File: config.mk
export PLATFORM = sky130hd
export DESIGN_NAME = ram_arbiter
export DESIGN_NICKNAME = d
export VERILOG_FILES = /design/src/rtl/ram_arbiter.sv
export SDC_FILE = /design/constraint.sdc
export NUM_CORES = 1
export LEC_CHECK = 0
export CAP_MARGIN = 10
export CORE_ASPECT_RATIO = 1.5
export CORE_MARGIN = 5
export CORE_UTILIZATION = 36
export CTS_CLUSTER_SIZE = 14
export DETAILED_ROUTE_END_ITERATION = 10
export HOLD_SLACK_MARGIN = 0.05
export PLACE_DENSITY_LB_ADDON = 0.25
export SLEW_MARGIN = 20
export SYNTH_ARGS = -nofsm -noshare
export SYNTH_HDL_FRONTEND = slang
export SYNTH_SLANG_ARGS = --single-unit
export TNS_END_PERCENT = 20
File: constraint.sdc
create_clock -name clk -period 1.6 [get_ports clk]
set_clock_uncertainty 0.05 [all_clocks]
set_input_delay 0.16 -clock clk [delete_from_list [all_inputs] [get_ports clk]]
set_output_delay 0.16 -clock clk [all_outputs]
set_load 0.01 [all_outputs]
File: src/rtl/ram_arbiter.sv
// rtl/ram_arbiter.sv - two-port round-robin arbiter in front of a single-port synchronous RAM
module ram_arbiter #(
    parameter int AW = 12,
    parameter int DW = 16
) (
    input  logic          clk,
    input  logic          rst_n,
    input  logic          m0_req,
    input  logic          m0_we,
    input  logic [AW-1:0] m0_addr,
    input  logic [DW-1:0] m0_wdata,
    output logic          m0_gnt,
    output logic          m0_rvalid,
    output logic [DW-1:0] m0_rdata,
    input  logic          m1_req,
    input  logic          m1_we,
    input  logic [AW-1:0] m1_addr,
    input  logic [DW-1:0] m1_wdata,
    output logic          m1_gnt,
    output logic          m1_rvalid,
    output logic [DW-1:0] m1_rdata,
    output logic [AW-1:0] ram_addr,
    output logic [DW-1:0] ram_data_in,
    output logic          ram_we,
    output logic          ram_re,
    input  logic [DW-1:0] ram_data_out
);

    typedef enum logic [1:0] {
        IDLE = 2'd0,
        CMD  = 2'd1,
        RESP = 2'd2
    } state_t;

    state_t        state_q, state_d;
    logic          last_q, last_d;
    logic          sel_q, sel_d;
    logic          gnt0_q, gnt0_d, gnt1_q, gnt1_d;
    logic          rv0_q, rv0_d, rv1_q, rv1_d;
    logic          we_q, we_d, re_q, re_d;
    logic [AW-1:0] addr_q, addr_d;
    logic [DW-1:0] din_q, din_d;
    logic [DW-1:0] rd0_q, rd0_d, rd1_q, rd1_d;
    logic          win;
    logic          win_we;

    // Under contention the port not granted last wins; a lone requester always wins.
    assign win    = (m0_req && m1_req) ? ~last_q : m1_req;
    assign win_we = win ? m1_we : m0_we;

    always_ff @(posedge clk or negedge rst_n) begin
        if (!rst_n) begin
            state_q <= IDLE;
            last_q  <= 1'b1;
            sel_q   <= 1'b0;
            gnt0_q  <= 1'b0;
            gnt1_q  <= 1'b0;
            rv0_q   <= 1'b0;
            rv1_q   <= 1'b0;
            we_q    <= 1'b0;
            re_q    <= 1'b0;
            addr_q  <= '0;
            din_q   <= '0;
            rd0_q   <= '0;
            rd1_q   <= '0;
        end else begin
            state_q <= state_d;
            last_q  <= last_d;
            sel_q   <= sel_d;
            gnt0_q  <= gnt0_d;
            gnt1_q  <= gnt1_d;
            rv0_q   <= rv0_d;
            rv1_q   <= rv1_d;
            we_q    <= we_d;
            re_q    <= re_d;
            addr_q  <= addr_d;
            din_q   <= din_d;
            rd0_q   <= rd0_d;
            rd1_q   <= rd1_d;
        end
    end

    always_comb begin
        state_d = state_q;
        last_d  = last_q;
        sel_d   = sel_q;
        gnt0_d  = 1'b0;
        gnt1_d  = 1'b0;
        rv0_d   = 1'b0;
        rv1_d   = 1'b0;
        we_d    = 1'b0;
        re_d    = 1'b0;
        addr_d  = addr_q;
        din_d   = din_q;
        rd0_d   = rd0_q;
        rd1_d   = rd1_q;
        case (state_q)
            IDLE: begin
                if (m0_req || m1_req) begin
                    state_d = CMD;
                    last_d  = win;
                    sel_d   = win;
                    gnt0_d  = ~win;
                    gnt1_d  = win;
                    addr_d  = win ? m1_addr : m0_addr;
                    din_d   = win ? m1_wdata : m0_wdata;
                    we_d    = win_we;
                    re_d    = ~win_we;
                end
            end
            CMD: begin
                state_d = we_q ? IDLE : RESP;
            end
            RESP: begin
                // RAM registered the read on the CMD edge, so data is valid now.
                if (sel_q) begin
                    rd1_d = ram_data_out;
                    rv1_d = 1'b1;
                end else begin
                    rd0_d = ram_data_out;
                    rv0_d = 1'b1;
                end
                state_d = IDLE;
            end
            default: state_d = IDLE;
        endcase
    end

    assign m0_gnt      = gnt0_q;
    assign m1_gnt      = gnt1_q;
    assign m0_rvalid   = rv0_q;
    assign m1_rvalid   = rv1_q;
    assign m0_rdata    = rd0_q;
    assign m1_rdata    = rd1_q;
    assign ram_addr    = addr_q;
    assign ram_data_in = din_q;
    assign ram_we      = we_q;
    assign ram_re      = re_q;

endmodule

==> impl_metrics.env <==
export IMPL_routed_wirelength_mm=7.677
export IMPL_worstMarginPinSlew_ps=437.2
export IMPL_cts_tree="done"
export IMPL_ant_nets=0
export IMPL_run_status="complete, no violations"
export IMPL_post_place_ws_ps=-187.0
export IMPL_maxSlewViolCount=0
export IMPL_num_nets_final=465
export IMPL_setup_slack_ps=131.8
export IMPL_power_density_cell_area_nw_per_um2=1920
export IMPL_final_design_area_no_fill_um2=4763
export IMPL_drt_first_pass_iters=4
export IMPL_grt_pass1_vias=2522
export IMPL_leakage_nw=2.028
export IMPL_syn_instance_count=235
export IMPL_cts_reportedPaths_clkPinSlew_ps=50
export IMPL_syn_avg_cell_area_um2=12.14
export IMPL_worst_path_max_delay_cell="dfrtp_1"
export IMPL_cts_max_path_buffers=2
export IMPL_placement_rows=39
export IMPL_initial_utilization_pct=37.25
export IMPL_grt_ovfl_total=0
export IMPL_fin_tns_setup_ps=0
export IMPL_crit_path_start_kind="register"
export IMPL_viasPerCell=4.858
export IMPL_worst_ep_required_time_ps=1730
export IMPL_first_iter_violations=74
export IMPL_mostFrequentLayoutCell="clkdlybuf4s50_1"
export IMPL_cts_root_buffer_cell="clkbuf_16"
export IMPL_cpLargestDelayFamily="flip-flops"
export IMPL_tritoncts_num_buffers=9
export IMPL_gp_routability_congestion=0.7470
export IMPL_slew_headroom_pct=70.85
export IMPL_placeableCoreArea_um2=7661
export IMPL_max_cap_violations=0
export IMPL_critical_path_buf_inv_count=1
export IMPL_dieHeight_um=119.1
export IMPL_area_growth_pct=66.90
export IMPL_hold_worst_slack_ps=270.9
export IMPL_design_portCount=144
export IMPL_worstSkewPairLatency_ps=320
export IMPL_ys_warnings_count=0
export IMPL_critical_path_reg2reg_startpoint="state_q[0]"
export IMPL_drcViolationCount=0
export IMPL_clock_sinks=70
export IMPL_critical_path_cell_chain="nor2_2 > nand2_2 > inv_2 > a31oi_1"
export IMPL_grt_first_pass_wirelength_mm=12.11
export IMPL_met2_wirelength_mm=3.804
export IMPL_layout_worst_path_cycle_share_pct=91.76
export IMPL_die_w_um=82.70
export IMPL_cpPeakStageDelay_ps=450
export IMPL_vias=2395
export IMPL_placement_io_buffers=143
export IMPL_hold_viol_final=0
export IMPL_arrival_ps=1600
export IMPL_design_die_area_um2=9845
export IMPL_diodes=0
export IMPL_synth_sequential_area_ratio_pct=61.42
export IMPL_rsz0062_at_grt="false"
export IMPL_finalWorstPathRequiredPeriod_ps=1468
export IMPL_critical_path_endpoint_category="register"
export IMPL_post_synth_num_cell_types=26
export IMPL_fmax_ghz=0.6811
export IMPL_wl_met1_mm=2.850
export IMPL_postPlaceCellArea_um2=4464
export IMPL_postLayoutCoreUtil_pct=62.18
export IMPL_setup_violation_total_in_the_final_timing_report=0
export IMPL_drive_above_1_share_pct=17.90
export IMPL_cts_resized=0
export IMPL_dp_final_hpwl_mm=5.979
export IMPL_syn_nets=313
export IMPL_critPathLaunch="state_q[0]"
export IMPL_ffs_latches_synth=70
export IMPL_worst_ir_drop_vdd_v=0.0008916
export IMPL_highest_signal_layer="met4"
export IMPL_number_of_antenna_violations_at_the_first_check_in_global_routing=0
export IMPL_met3_length_um=839
export IMPL_setup_worst_path_class="register to register"
export IMPL_cp_max_fo=24
export IMPL_top_library_cells_by_usage_in_the_layout_fill_and_taps_aside="clkdlybuf4s50_1 (142), dfrtp_1 (69), nand2_1 (44)"
export IMPL_hold_path_class="input pin to async pin"
export IMPL_synth_cell_area_um2=2854
export IMPL_detail_route_wl_per_cell_um=15.57
export IMPL_grt_max_degree=33
export IMPL_globalRouteTotalUtil_pct=16.26
export IMPL_htree_num_levels=3
registers in the layout (all words and copies together) (netlist names):
name         count
m0_rdata        16
m1_rdata        16
ram_data_in     16
ram_addr        12
state_q          2
last_q           1
m0_gnt           1
m0_rvalid        1
m1_gnt           1
m1_rvalid        1
ram_re           1
ram_we           1
sel_q            1
through the flow:
step | total power (W) | cells
after floorplan | 0.004949 | 235
after global placement | 0.007208 | 477
after detailed placement | 0.007338 | 477
after CTS | 0.009284 | 493
after global routing | 0.009726 | 493
final | 0.009145 | 493
area by class of cell:
class / instances / area [um^2]
Sequential cell: 70 / 1753
Clock inverter: 5 / 50.05
Inverter: 2 / 7.507
Clock buffer: 10 / 239.0
Tap cell: 102 / 127.6
Fill cell: 668 / 2898
Timing Repair Buffer: 157 / 1587
Multi-Input combinational cell: 147 / 999.7
Yosys cell counts:
| cell | n | area share (%) |
|---|---|---|
| clkbuf_1 | 4 | 0.53 |
| nor3b_1 | 1 | 0.26 |
| and3_1 | 6 | 1.3 |
| buf_6 | 4 | 1.6 |
| nand3b_2 | 1 | 0.39 |
| mux2_2 | 32 | 13 |
| nand2_1 | 44 | 5.8 |
| buf_2 | 8 | 1.4 |
| a31oi_1 | 22 | 4.8 |
| a221o_1 | 6 | 2.1 |
| a21o_1 | 2 | 0.53 |
| dfstp_2 | 1 | 0.92 |
| inv_2 | 1 | 0.13 |
| a21bo_2 | 1 | 0.35 |
| nand2_2 | 1 | 0.22 |
| or2_1 | 1 | 0.22 |
| nor3_1 | 1 | 0.18 |
| mux2i_1 | 1 | 0.35 |
| a21boi_0 | 1 | 0.26 |
| and2_1 | 1 | 0.22 |
| nor3b_4 | 1 | 0.66 |
| a21oi_1 | 22 | 3.9 |
| and3_4 | 1 | 0.39 |
| inv_1 | 1 | 0.13 |
| nor2_1 | 2 | 0.26 |
| dfrtp_1 | 69 | 60 |
report_power, final:
group	switching, W	internal (W)	leakage, nW
clock network	0.000683	0.00123	0.148
logic	0.00166	0.00243	1.06
registers	0.000483	0.00266	0.824
cells by family after synthesis:
family                 count (synthesis)  share of synthesized area, %
muxes                                 33                         12.98
AOI/OAI and AO/OA                     54                         11.92
buffers and inverters                 18                         3.770
and+or+nand+nor                       60                         9.909
DFF                                   70                         61.42
worst paths after layout:
path	cells after the start	endpoint	slack [ps]
hold / removal	2	m0_rdata[9]	270
max in group asynchronous	3	last_q	690
setup reg to reg	4	ram_data_in[0]	130
hold reg to reg	1	state_q[1]	380
min in group clk	3	ram_addr[0]	340
setup / recovery	4	ram_data_in[0]	130
timing repair:
action / CTS / global route
setup buffers: 0 / 0
hold buffers: 1 / 0
hold endpoints to repair: 30 / 0
routing by layer:
metal  vias up  track usage (%)
met1      1125            17.65
met5         -                0
met4         0            8.282
li1       1138                -
met3        13            5.438
met2       119            27.41
worst register-to-register path: stages (launching register included):
cell and delay [ps]:
dfrtp_1 450, nor2_2 190, nand2_2 150, inv_2 340, a31oi_1 160
Note: power is estimated with default switching activity, not from simulation.
